**src/rtl/uart_rx.sv**
```systemverilog
// uart_rx: 8N1 serial receiver, LSB first, idle-high line, oversampled by a
// shared baud_tick (OVS ticks per bit). Samples each bit near its centre.
// Ports:
//   clk, rst     - system clock, asynchronous active-high reset
//   baud_tick    - single-clk pulse, OVS per bit period
//   rx           - asynchronous serial input, idle high
//   o_rx_data    - last correctly received byte
//   o_rx_done    - one-clk pulse when o_rx_data is updated
//   o_rx_busy    - high while a frame is in progress
//   o_frame_err  - one-clk pulse when the stop bit is sampled low
module uart_rx #(
    parameter int unsigned OVS = 8
) (
    input  logic       clk,
    input  logic       rst,
    input  logic       baud_tick,
    input  logic       rx,
    output logic [7:0] o_rx_data,
    output logic       o_rx_done,
    output logic       o_rx_busy,
    output logic       o_frame_err
);

    localparam int unsigned CW = $clog2(OVS);
    localparam logic [CW-1:0] HALF_LAST = CW'(OVS / 2 - 1);
    localparam logic [CW-1:0] BIT_LAST  = CW'(OVS - 1);

    typedef enum logic [2:0] {
        IDLE,
        START,
        DATA,
        STOP,
        BREAK
    } state_t;

    state_t        state, state_n;
    logic [CW-1:0] b_cnt, b_cnt_n;
    logic [2:0]    bit_cnt, bit_cnt_n;
    logic [7:0]    shift, shift_n;
    logic [7:0]    data_n;
    logic          done_n, err_n, busy_n;
    logic          rx_meta, rx_s;

    // Two-flop synchroniser; resets to the idle (high) line level.
    always_ff @(posedge clk or posedge rst) begin
        if (rst) begin
            rx_meta <= 1'b1;
            rx_s    <= 1'b1;
        end else begin
            rx_meta <= rx;
            rx_s    <= rx_meta;
        end
    end

    // State and registered outputs.
    always_ff @(posedge clk or posedge rst) begin
        if (rst) begin
            state       <= IDLE;
            b_cnt       <= '0;
            bit_cnt     <= '0;
            shift       <= '0;
            o_rx_data   <= '0;
            o_rx_done   <= 1'b0;
            o_rx_busy   <= 1'b0;
            o_frame_err <= 1'b0;
        end else begin
            state       <= state_n;
            b_cnt       <= b_cnt_n;
            bit_cnt     <= bit_cnt_n;
            shift       <= shift_n;
            o_rx_data   <= data_n;
            o_rx_done   <= done_n;
            o_rx_busy   <= busy_n;
            o_frame_err <= err_n;
        end
    end

    // Next-state and next-output logic.
    always_comb begin
        state_n   = state;
        b_cnt_n   = b_cnt;
        bit_cnt_n = bit_cnt;
        shift_n   = shift;
        data_n    = o_rx_data;
        done_n    = 1'b0;
        err_n     = 1'b0;

        case (state)
            IDLE: begin
                b_cnt_n   = '0;
                bit_cnt_n = '0;
                if (!rx_s) begin
                    state_n = START;
                end
            end
            START: begin
                if (baud_tick) begin
                    if (b_cnt == HALF_LAST) begin
                        // Mid start bit: a high line here was only a glitch.
                        b_cnt_n   = '0;
                        bit_cnt_n = '0;
                        state_n   = rx_s ? IDLE : DATA;
                    end else begin
                        b_cnt_n = b_cnt + 1'b1;
                    end
                end
            end
            DATA: begin
                if (baud_tick) begin
                    if (b_cnt == BIT_LAST) begin
                        shift_n   = {rx_s, shift[7:1]};
                        b_cnt_n   = '0;
                        bit_cnt_n = bit_cnt + 3'd1;
                        if (bit_cnt == 3'd7) begin
                            state_n = STOP;
                        end
                    end else begin
                        b_cnt_n = b_cnt + 1'b1;
                    end
                end
            end
            STOP: begin
                if (baud_tick) begin
                    if (b_cnt == BIT_LAST) begin
                        b_cnt_n = '0;
                        if (rx_s) begin
                            data_n  = shift;
                            done_n  = 1'b1;
                            state_n = IDLE;
                        end else begin
                            err_n   = 1'b1;
                            state_n = BREAK;
                        end
                    end else begin
                        b_cnt_n = b_cnt + 1'b1;
                    end
                end
            end
            BREAK: begin
                // Wait for the line to return high so a held-low line
                // cannot be mistaken for a new start bit.
                if (rx_s) begin
                    state_n = IDLE;
                end
            end
            default: begin
                state_n = IDLE;
            end
        endcase

        busy_n = (state_n != IDLE);
    end

endmodule
```
**config.mk**
```make
export PLATFORM = sky130hd
export DESIGN_NAME = uart_rx
export DESIGN_NICKNAME = d
export VERILOG_FILES = /design/src/rtl/uart_rx.sv
export SDC_FILE = /design/constraint.sdc
export NUM_CORES = 1
export LEC_CHECK = 0
export BUFFER_PORTS_ARGS = -buffer_cell sky130_fd_sc_hd__clkbuf_2
export CAP_MARGIN = 20
export CORE_MARGIN = 5
export CORE_UTILIZATION = 50
export CTS_CLUSTER_SIZE = 24
export DETAILED_ROUTE_END_ITERATION = 8
export PLACE_DENSITY = 0.77
export SYNTH_ARGS = -nofsm -noshare
export SYNTH_HDL_FRONTEND = slang
export SYNTH_SLANG_ARGS = --single-unit
```
**constraint.sdc**
```tcl
create_clock -name clk -period 2.3 [get_ports clk]
set_input_delay 0 -clock clk [delete_from_list [all_inputs] [get_ports clk]]
set_output_delay 0 -clock clk [all_outputs]
set_load 0.02 [all_outputs]
```
==> After elaboration in Yosys (flattened, before gate mapping) <==
Index checks and enable logic that the tools add are counted.
{ "totals": {"elab_cells": 63, "register_bits": 30, "inputBits": 4} }
{ "op_classes": {"n_reduce_logical": 9, "n_mux": 30, "n_addsub": 2, "eq_ne": 12} }
{ "ops": {"columns": ["operator", "n"], "rows": [
  ["$mux 3", 18],
  ["$pmux 3 s3", 2],
  ["$pmux 3 s5", 1],
  ["$eq 3x2->1 const B", 3],
  ["$eq 3x3->1 const B", 3],
  ["$reduce_bool 3->1", 3],
  ["$mux 1", 8],
  ["$ne 2x2->1 const B", 4],
  ["$add 3x1->3 const B", 2],
  ["$reduce_and 3->1", 2],
  ["$reduce_and 5->1", 1],
  ["$reduce_and 4->1", 1],
  ["$eq 3x1->1 const B", 1],
  ["$logic_not 3->1", 1],
  ["$mux 2", 1],
  ["$ne 2x1->1 const B", 1],
  ["$reduce_or 2->1", 1]
]} }

==> Longest topological paths before layout <==
Gate-level depths: netlist (run 1).
{ "depth": {"depth_word": 6, "depth_mapped": 6} }

==> Worst setup path before layout (run 1) <==
OpenSTA, ideal clock, no wires.
{ "synth_path": {"path_kind": "register to register", "from": "register b_cnt[0]", "to": "register o_rx_busy", "path_stages_with_launch": 7, "n_path_buf": 1, "period_less_slack_ns": 1.923, "slack_ns": 0.377, "t_arrival_ns": 1.791, "cell_sequence": "dfrtp_1 ha_1 ha_1 and2_4 buf_6 a222oi_1 or3b_1"} }
{ "synth_between": {"elab_chain_cells": 5} }
{ "synth_rtl": {"columns": ["item", "line", "text"], "rows": [
  ["start, declared", "37", "logic [CW-1:0] b_cnt, b_cnt_n;"],
  ["start signal, assigned", "68", "b_cnt <= b_cnt_n;"],
  ["$eq 3x3->1 or $eq 3x2->1 (tied branches)", "110, 124, 98", null],
  ["$mux 3 (on tied branches)", "124, 110, 98", null],
  ["$mux 3 (on tied branches)", "123, 109, 97", null],
  ["$pmux 3 s5 (*)", "88", "case (state)"],
  ["$reduce_bool 3->1 (*)", "151", "busy_n = (state_n != IDLE);"],
  ["net busy_n", "41", "logic done_n, err_n, busy_n;"],
  ["end signal, assigned", "73", "o_rx_busy <= busy_n;"],
  ["end, declared", "20", "output logic o_rx_busy,"]
]} }
Mark *: on every way through the listed nets, which the timed path passes. The rest lies on a longest branch.
A chain may end at the register's enable or synchronous reset.

==> Final worst setup path (run 1) <==
Same ends and word-level chain as after synthesis.

==> run_results.csv, run 1 <==
group,metric,value,unit
run_status,status,"complete, no violations",
power,p_leak,0.799,nW
worst_setup_path,startpoint_type,"register",
power,power_frac_clock,25.5,%
detailed_routing,ant_nets,0,
detailed_routing,initialDrtViolationCount,16,
logic_synthesis,ys.flop_type,"dfrtp_1",
worst_setup_path,cpMostUsedCell,"ha_1",
logic_synthesis,netlist-cell-type-count,27,
power,p_per_area,779,mW/mm^2
sta,finalCritPeriodShare,89.6,%
clocking,cts.sinks,30,
clocking,cts_max_path_buffers,2,
worst_setup_path,cp_top_family,"simple AND/OR/NAND/NOR gates",
placement,io_buffers,14,
final_layout,nFillCells,200,
grt,grt_pass1_wl,4020,microns
placement,dp_slack,0.256,ns
floorplan,die_w,61.9,microns
detailed_routing,drt_wl_total,2160,microns
worst_setup_path,slowest_delay,0.44,ns
power,p_sw_share,32.3,%
min_path,whs_endpoint,"state[0]",
clocking,cts_tree,"done",
detailed_routing,wl_per_cell,13.7,microns
worst_setup_path,reg2reg_depth,5,
worst_setup_path,timing.rr.start,"b_cnt[0]",
detailed_routing,vias,857,
sta,max_freq,0.486,GHz
final_layout,mostFrequentLayoutCells,"28 x dfrtp_1, 16 x mux2_1, 14 x clkbuf_2",
logic_synthesis,avgSynthCellArea,13.1,sq um
power,ir_drop,0.000588,V
final_layout,fin_cells,157,
logic_synthesis,ys.warnings.count,0,
power,seq_power_share,53.2,%
min_path,worstHoldStart,"baud_tick",
grt,gr-total-overflow,0,
power,p_int,0.804,mW
sta,rsz0062_at_grt,"no",
logic_synthesis,syn_area,0.00135,sq mm
worst_setup_path,path_class,"reg2reg",
clocking,cts-root-buf,"clkbuf_4",
clocking,h-tree-depth,2,
clocking,cts.repair.resized,0,
power,p_total,1.19,mW
logic_synthesis,ys_ff_latch,30,
sta,slew_headroom,73.1,%
placement,hpwl,1600,microns
final_layout,multi_input_area,539,sq um
clocking,cts_buffers,5,
grt,grt_usage,14.7,%
grt,grt-busiest-layer,"met2",
grt,grt_pass1_vias,921,
detailed_routing,vias_per_cell,5.46,
final_layout,areaGrowthSynthToFinish,13.3,%
logic_synthesis,synth_edf_count,0,
power,p_switching,0.383,mW
worst_setup_path,r2r_slack,0.24,ns
detailed_routing,first_pass_iters,4,
grt,antenna_found_initial,0,
worst_setup_path,worstReg2RegEnd,"o_rx_busy",
floorplan,core_region_area,0.00252,sq mm
floorplan,die_area,0.00383,sq mm
placement,dpl.cell_count,147,
logic_synthesis,synth_nets,115,
floorplan,ios,15,
sta,fin_ws,0.240,ns
clocking,clkLatencyLatePin,0.33,ns
sta,hold_ws,0.0899,ns
worst_setup_path,worstPathArrival,2.27,ns
grt,gr-usage-met2,23.3,%
sta,timing.final.crit_period,2.06,ns
logic_synthesis,ys_seq_area_share,56.0,%
floorplan,die_y,61.9,microns
worst_setup_path,crit_path_top_delay_cell,"a222oi_1",
sta,hold_violations,0,
sta,finalSetupViolCount,0,
grt,met1_usage,17.4,%
final_layout,drive_above_1_share,23.6,%
worst_setup_path,crit_path_end_kind,"register",
logic_synthesis,syn_inst,103,
clocking,post_cts_buffers,0,
worst_setup_path,worst-path-buf-inv,0,
worst_setup_path,cp_max_fo,9,
final_layout,nets,138,
job,max-cap-violations,0,
floorplan,rows,18,
placement,place_congestion,0.896,
grt,grt_max_degree,31,
sta,finClkSkew,0.0104,ns
final_layout,diodes,0,
final_layout,final_common_cell,"dfrtp_1",
sta,setup-tns-final,0,ns
logic_synthesis,synthArstFlopShare,100,%
grt,use_met3,5.37,%
worst_setup_path,path_cells,"ha_1 > ha_1 > and2_4 > a222oi_1 > or3b_1",
final_layout,seq_area,753,sq um
min_path,holdCritPathClass,"in2reg",
power,pwr-share-comb,21.3,%
sta,final-max-slew-violation-count,0,
worst_setup_path,worst_ep_required_time,2.51,ns
clocking,clk_pin_slew,0.09,ns
floorplan,start_util,53.3,%
detailed_routing,drcViolationCount,0,
min_path,worstHoldPathCells,4,
sta,tightest_slew,0.398,ns
state kept, by name, indices dropped and copies added (netlist names):
signal / count
o_rx_busy: 1
bit_cnt: 3
o_rx_data: 8
o_rx_done: 1
shift: 8
state: 3
rx_s: 1
b_cnt: 3
rx_meta: 1
o_frame_err: 1
worst register-to-register path: cells and delay by family (launching register included):
family | cells | cell delay (ns)
compound gates | 1 | 0.44
flops | 1 | 0.40
simple gates | 2 | 0.58
fa+ha+maj | 2 | 0.52
power by group through the flow:
stage | Sequential (mW) | Clock (mW) | Combinational [mW]
after floorplan | 0.626 | 0 | 0.214
after global placement | 0.637 | 0 | 0.237
after detailed placement | 0.641 | 0 | 0.249
after CTS | 0.631 | 0.319 | 0.253
after global routing | 0.641 | 0.348 | 0.292
final | 0.632 | 0.303 | 0.253
cell families (layout without fill, tap and decap cells):
| family | count (synthesis) | count (layout) | share of synthesized area (%) |
|---|---|---|---|
| AND/OR/NAND/NOR | 25 | 25 | 11.4 |
| buffers and inverters | 10 | 34 | 3.91 |
| adder cells (fa/ha/maj) | 8 | 8 | 7.44 |
| AO/OA/AOI/OAI | 14 | 14 | 7.81 |
| flip-flops | 30 | 30 | 56.0 |
| multiplexers | 16 | 16 | 13.4 |
cell type report:
class                      instances  share of cell area [%]
inverter                           8                    1.97
clock buffer                       5                    2.46
multi-input combinational         63                    35.4
timing repair buffer              18                    6.90
tap                               30                    2.46
sequential                        30                    49.4
clock inverter                     3                    1.40
stage by stage:
step	util, %	cell area, sq um
after floorplan	-	1350
after global placement	57.3	1450
after detailed placement	57.3	1450
after CTS	60.4	1520
after global routing	60.4	1520
final	60.4	1520
worst max path at each step:
| stage | startpoint | endpoint | slack [ns] | cells past startpoint |
|---|---|---|---|---|
| after floorplan | b_cnt[0] | o_rx_busy | 0.38 | 6 |
| after global placement | b_cnt[0] | o_rx_busy | 0.35 | 5 |
| after detailed placement | b_cnt[0] | o_rx_busy | 0.26 | 5 |
| after CTS | b_cnt[0] | o_rx_busy | 0.23 | 5 |
| after global routing | b_cnt[0] | o_rx_busy | 0.15 | 5 |
| final | b_cnt[0] | o_rx_busy | 0.24 | 5 |
synthesized netlist by cell type, types with 2 or more instances:
cell     instances  area share, %
dfrtp_1         28             52
ha_1             8            7.4
inv_1            7            2.0
nor2_1           6            1.7
o22ai_1          3            1.4
a32o_1           4            3.0
o21ai_1          2           0.74
buf_6            2            1.7
a21oi_1          2           0.74
dfstp_2          2            3.9
mux2_1          16             13
nand2_1          8            2.2
layer usage:
| metal | wire [microns] | up-vias |
|---|---|---|
| li1 | - | 409 |
| met1 | 961 | 418 |
| met2 | 1040 | 24 |
| met3 | 127 | 6 |
| met4 | 31 | 0 |
| met5 | 0 | - |
what timing repair did:
item,4_1_cts,5_1_grt
hold buffers,2,0
endpoints found under the setup margin,0,0
hold endpoints to repair,29,0
(Power assumes the default switching activity.)
==> run 2: changes to the inputs <==
--- a/config.mk
+++ b/config.mk
@@ -5,13 +5,14 @@
 export SDC_FILE = /design/constraint.sdc
 export NUM_CORES = 1
 export LEC_CHECK = 0
+export ABC_AREA = 1
 export BUFFER_PORTS_ARGS = -buffer_cell sky130_fd_sc_hd__clkbuf_2
 export CAP_MARGIN = 20
 export CORE_MARGIN = 5
 export CORE_UTILIZATION = 50
 export CTS_CLUSTER_SIZE = 24
 export DETAILED_ROUTE_END_ITERATION = 8
-export PLACE_DENSITY = 0.77
+export PLACE_DENSITY = 0.76
 export SYNTH_ARGS = -nofsm -noshare
 export SYNTH_HDL_FRONTEND = slang
 export SYNTH_SLANG_ARGS = --single-unit
==> run 2 against run 1 <==
Sequential share of layout area shrank 4.0 points. Register-to-register slack better by 0.34 ns. Worst hold slack improved by 0.17 ns. Sequential power is essentially flat. Clock skew down 0.0043 ns. Maximum frequency up 20%. First-iteration DRC count rose to 2.6 times the previous value. Via count increased by 22%. Power up 9.3%. Routed wire length grew 18%. Sequential cell count unchanged. Critical path type unchanged.
==> run_results.csv, run 2 <==
group,metric,value,unit
run_status,status,"complete, no violations",
detailed_routing,ant_nets,0,
job,max-cap-violations,0,
worst_setup_path,crit_path_end_kind,"register",
logic_synthesis,synth_edf_count,0,
sta,tightest_slew,0.370,ns
final_layout,utilization,59.1,%
power,p_leak,0.831,nW
worst_setup_path,reg2reg_depth,8,
logic_synthesis,synth_top_area_share,47.4,%
placement,placed_area,0.00157,sq mm
clocking,cts_buffers,5,
logic_synthesis,netlist.top_cell.by_area,"dfrtp_1",
worst_setup_path,cp_max_fo,17,
sta,setup-tns-final,0,ns
sta,hold_ws,0.260,ns
worst_setup_path,worst_ep_required_time,2.51,ns
logic_synthesis,synthTopCellsByArea,"dfrtp_1 47%, nand2_1 9.7%, o21ai_2 9.5%",
grt,grt_max_degree,31,
logic_synthesis,synthTopCellsByCount,"38 x nand2_1, 28 x dfrtp_1, 23 x inv_1",
logic_synthesis,synth.most_common_cell,"nand2_1",
final_layout,nets,190,
worst_setup_path,worstReg2RegEnd,"o_rx_busy",
clocking,cts.repair.resized,0,
sta,final-max-slew-violation-count,0,
floorplan,start_util,52.7,%
floorplan,die_w,64.4,microns
sta,finalCritPeriodShare,74.8,%
worst_setup_path,timing.rr.start,"b_cnt[0]",
logic_synthesis,avgSynthCellArea,9.47,sq um
floorplan,core_region_area,0.00281,sq mm
logic_synthesis,ys.flop_type,"dfrtp_1",
floorplan,ios,15,
floorplan,rows,19,
final_layout,drive_above_1_share,25.7,%
min_path,holdCritPathClass,"in2async",
logic_synthesis,syn_area,0.00148,sq mm
grt,gr-total-overflow,0,
clocking,cts_max_path_buffers,2,
power,p_per_area,784,mW/mm^2
grt,grt_usage,14.7,%
final_layout,reg_top3,"o_rx_data: 8 flops, shift: 8 flops",
sta,slew_headroom,75.4,%
worst_setup_path,worstPathArrival,1.93,ns
detailed_routing,initialDrtViolationCount,41,
detailed_routing,drcViolationCount,0,
worst_setup_path,crit_path_top_delay_cell,"dfrtp_1",
sta,hold_violations,0,
logic_synthesis,synthArstFlopShare,100,%
clocking,cts_tree,"done",
grt,antenna_found_initial,0,
placement,hpwl,1870,microns
sta,rsz0062_at_grt,"no",
sta,timing.final.crit_period,1.72,ns
clocking,clkLatencyLatePin,0.33,ns
worst_setup_path,path_class,"reg2reg",
placement,io_buffers,14,
final_layout,final_area,0.00166,sq mm
floorplan,die_area,0.00414,sq mm
worst_setup_path,r2r_slack,0.58,ns
final_layout,final_common_cell,"nand2_1",
sta,finClkSkew,0.00615,ns
detailed_routing,drt_wl_total,2550,microns
grt,grt_pass1_wl,4660,microns
logic_synthesis,ys_seq_area_share,51.0,%
final_layout,fin_cells,210,
placement,dpl.cell_count,199,
final_layout,diodes,0,
worst_setup_path,path_cells,"ha_1 > ha_1 > nand2_1 > inv_1 > nand3_4 > nor2_1 > nor2_1 > nand2_1",
worst_setup_path,startpoint_type,"register",
placement,place_congestion,0.951,
detailed_routing,vias_per_cell,4.98,
power,ir_drop,0.000484,V
logic_synthesis,synth_nets,168,
sta,max_freq,0.581,GHz
final_layout,mostFrequentLayoutCells,"38 x nand2_1, 28 x dfrtp_1, 23 x inv_1",
grt,grt_pass1_vias,1046,
clocking,cts-root-buf,"clkbuf_4",
worst_setup_path,cp_top_family,"simple AND/OR/NAND/NOR gates",
logic_synthesis,syn_inst,156,
worst_setup_path,slowest_delay,0.41,ns
detailed_routing,vias,1045,
clocking,cts.sinks,30,
logic_synthesis,netlist-cell-type-count,20,
logic_synthesis,ys_ff_latch,30,
sta,finalSetupViolCount,0,
floorplan,die_y,64.4,microns
final_layout,areaGrowthSynthToFinish,12.1,%
detailed_routing,first_pass_iters,4,
clocking,h-tree-depth,2,
logic_synthesis,ys.warnings.count,0,
worst_setup_path,worst-path-buf-inv,1,
detailed_routing,wl_per_cell,12.1,microns
clocking,clk_pin_slew,0.09,ns
run 2: cell types whose count changed in the layout (fill, tap and decap cells not counted), sizes merged, moves of 3 or more:
cell / change
nand2: +31
o21ai: +19
inv: +16
mux2: -16
nand3: +12
nor2: +6
a32o: -4
nand4: +3
run 2: per-layer routing:
layer | part of all wire (%) | GRT usage, %
met2 | 49 | 22.7
met3 | 3.7 | 4.73
met1 | 46 | 18.3
met4 | 1.6 | 7.92
met5 | 0 | 0
run 2: how the worst max path moves through the flow:
stage                       endpoint  startpoint  cells past startpoint
after floorplan           bit_cnt[0]    b_cnt[0]                      9
after global placement     o_rx_busy    b_cnt[0]                      8
after detailed placement   o_rx_busy    b_cnt[0]                      8
after CTS                  o_rx_busy    b_cnt[0]                      8
after global routing      bit_cnt[2]    b_cnt[0]                      9
final                      o_rx_busy    b_cnt[0]                      8
run 2: worst register-to-register path: cells and delay by family, from the launching register on:
kind                     cells  cell delay (ns)
buffers and inverters        1             0.09
flip-flops                   1             0.41
adder cells (fa/ha/maj)      2             0.49
AND/OR/NAND/NOR              5             0.62
run 2: area by class of cell:
class | count | area (sq um)
Fill cell | 265 | 1150
Sequential cell | 30 | 753
Multi-Input combinational cell | 99 | 607
Timing Repair Buffer | 18 | 108
Inverter | 24 | 90.1
Clock buffer | 7 | 55.1
Tap cell | 31 | 38.8
Clock inverter | 1 | 5.00
run 2: what timing repair did:
action | CTS | global route
hold buffers | 3 | 0
setup buffers | 0 | 0
endpoints found under the hold margin | 30 | 0
run 2: stage by stage:
step                      total power [mW]  setup WS, ns
after floorplan                      0.895         0.831
after global placement               0.954         0.668
after detailed placement             0.976         0.586
after CTS                             1.31         0.558
after global routing                  1.40         0.411
final                                 1.30         0.579
run 2: cells by family (layout without fill, tap and decap cells):
group | Yosys count | in the layout | share of synthesized area, %
adders and majority gates | 8 | 8 | 6.77
and+or+nand+nor | 69 | 69 | 22.7
DFF | 30 | 30 | 51.0
buffers and inverters | 27 | 50 | 7.96
AOI/OAI and AO/OA | 22 | 22 | 11.6
run 2: power by group:
part           internal, mW  switching, mW
clock                 0.148          0.179
sequential            0.582         0.0498
combinational         0.111          0.230
==> run 3: changes to the inputs <==
==> constraint.sdc (replaced) <==
create_clock -name clk -period 1.7 [get_ports clk]
set_input_delay 0 -clock clk [delete_from_list [all_inputs] [get_ports clk]]
set_output_delay 0 -clock clk [all_outputs]
set_load 0.02 [all_outputs]
==> run 3 against run 2 <==
Clock power up 39%. Clock skew up 0.0033 ns. Cell count stayed put. Highest routed layer unchanged. Worst hold slack worse by 0.24 ns. Via count rose by 1.1%. Combinational power increased by 39%. Register-to-register slack got worse by 0.37 ns. Power is 38% higher. Sequential share of layout area fell by 0.84 points. Routed wire length shrank 0.71%. Clock-buffer cell count fell by 1. Utilization is 1.1 points higher.
==> run_results.csv, run 3 (synthesis gave the netlist of run 2 again) <==
group,metric,value,unit
final_layout,final_common_cell,"nand2_1",
grt,grt-busiest-layer,"met2",
clocking,clk_pin_slew,0.10,ns
sta,tightest_slew,0.362,ns
floorplan,die_w,64.4,microns
clocking,post_cts_buffers,0,
grt,met1_usage,17.0,%
grt,grt_pass1_vias,1032,
final_layout,drive_above_1_share,28.5,%
worst_setup_path,worst-path-buf-inv,1,
job,max-cap-violations,0,
clocking,cts_buffers,5,
sta,timing.final.crit_period,1.49,ns
detailed_routing,first_pass_iters,4,
grt,grt_max_degree,31,
sta,final-max-slew-violation-count,0,
final_layout,areaGrowthSynthToFinish,14.2,%
sta,max_freq,0.673,GHz
worst_setup_path,cp_top_family,"simple AND/OR/NAND/NOR gates",
floorplan,die_area,0.00414,sq mm
sta,finClkSkew,0.00941,ns
power,ir_drop,0.000715,V
sta,rsz0062_at_grt,"no",
worst_setup_path,cp_max_fo,5,
min_path,holdCritPathClass,"in2reg",
grt,gr-usage-met2,22.7,%
worst_setup_path,slowest_delay,0.43,ns
grt,grt_pass1_wl,4460,microns
power,p_total,1.79,mW
worst_setup_path,cpMostUsedCell,"nand2_1",
detailed_routing,vias,1057,
detailed_routing,ant_nets,0,
placement,io_buffers,14,
sta,hold_ws,0.0201,ns
worst_setup_path,worst_ep_required_time,1.93,ns
placement,hpwl,1860,microns
grt,grt_usage,13.9,%
detailed_routing,vias_per_cell,5.03,
detailed_routing,drt_wl_total,2530,microns
final_layout,nFillCells,250,
power,p_per_area,1060,mW/mm^2
sta,setup-tns-final,0,ns
floorplan,ios,15,
sta,slew_headroom,75.9,%
worst_setup_path,path_cells,"ha_4 > ha_2 > inv_1 > nand2_1 > nand2_1 > nor2_2 > nand3_1 > nand2_1 > nand2_1",
floorplan,rows,19,
worst_setup_path,crit_path_top_delay_cell,"dfrtp_1",
floorplan,die_y,64.4,microns
clocking,h-tree-depth,2,
worst_setup_path,path_class,"reg2reg",
detailed_routing,wl_per_cell,12.0,microns
final_layout,reg_top3,"o_rx_data: 8 flops, shift: 8 flops",
detailed_routing,drcViolationCount,0,
power,p_leak,0.832,nW
floorplan,start_util,52.7,%
placement,place_congestion,0.955,
sta,finalCritPeriodShare,87.4,%
sta,hold_violations,0,
clocking,clkLatencyLatePin,0.33,ns
final_layout,nets,190,
clocking,cts_tree,"done",
clocking,cts_max_path_buffers,2,
detailed_routing,initialDrtViolationCount,50,
grt,use_met3,4.38,%
grt,gr-total-overflow,0,
worst_setup_path,crit_path_end_kind,"register",
final_layout,diodes,0,
worst_setup_path,startpoint_type,"register",
worst_setup_path,worstPathArrival,1.71,ns
final_layout,mostFrequentLayoutCells,"38 x nand2_1, 28 x dfrtp_1, 23 x inv_1",
run_status,status,"complete, no violations",
clocking,cts-root-buf,"clkbuf_4",
floorplan,core_region_area,0.00281,sq mm
grt,antenna_found_initial,0,
clocking,cts.sinks,30,
sta,finalSetupViolCount,0,
==> run 3: power by group <==
| part | switching (mW) | internal (mW) |
|---|---|---|
| clock | 0.254 | 0.199 |
| combinational | 0.311 | 0.163 |
| sequential | 0.0799 | 0.787 |
==> run 3: area by class of cell <==
cell class	instances	area (sq um)	area share [%]
clock buffer	6	51.3	3.04
clock inverter	2	12.5	0.741
inverter	24	90.1	5.34
multi-input combinational	99	624	37.0
sequential	30	753	44.6
tap	31	38.8	2.30
timing repair buffer	18	118	6.97
==> run 3: worst register-to-register path, delay by kind of cell (launching register included) <==
family | cells | cell delay (ns)
DFF | 1 | 0.43
and+or+nand+nor | 6 | 0.52
adders and majority gates | 2 | 0.40
buffers and inverters | 1 | 0.05
==> run 3: through the flow <==
step           instance area (sq um)  std cells  worst slack (ns)  utilization, %
3_3_place_gp                    1590        200             0.155            56.6
5_1_grt                         1690        210            0.0480            60.2
4_1_cts                         1670        210            0.0364            59.5
2_1_floorplan                   1480        156             0.231               -
3_5_place_dp                    1590        200            0.0422            56.6
6_report                        1690        210             0.213            60.2
==> run 3: worst paths after layout <==
check / startpoint / end / slack (ns) / depth (start not counted)
setup / recovery: b_cnt[0] / bit_cnt[0] / 0.21 / 9
hold / removal: baud_tick / b_cnt[2] / 0.02 / 3
setup reg to reg: b_cnt[0] / bit_cnt[0] / 0.21 / 9
hold reg to reg: rx_meta / rx_s / 0.38 / 0
max in group asynchronous: rst / rx_s / 1.11 / 4
min in group asynchronous: rst / o_rx_data[4] / 0.27 / 4
==> run 3: layer usage <==
| layer | share of wire (%) | wire length [microns] | vias up |
|---|---|---|---|
| li1 | - | - | 538 |
| met1 | 44 | 1120 | 493 |
| met2 | 50 | 1270 | 21 |
| met3 | 3.9 | 98 | 5 |
| met4 | 1.4 | 36 | 0 |
| met5 | 0 | 0 | - |
==> run 3: what timing repair did <==
action / 4_1_cts / 5_1_grt
resized for setup: 0 / 4
hold buffers: 2 / 0
setup endpoints to repair: 0 / 6
endpoints found under the hold margin: 29 / 0
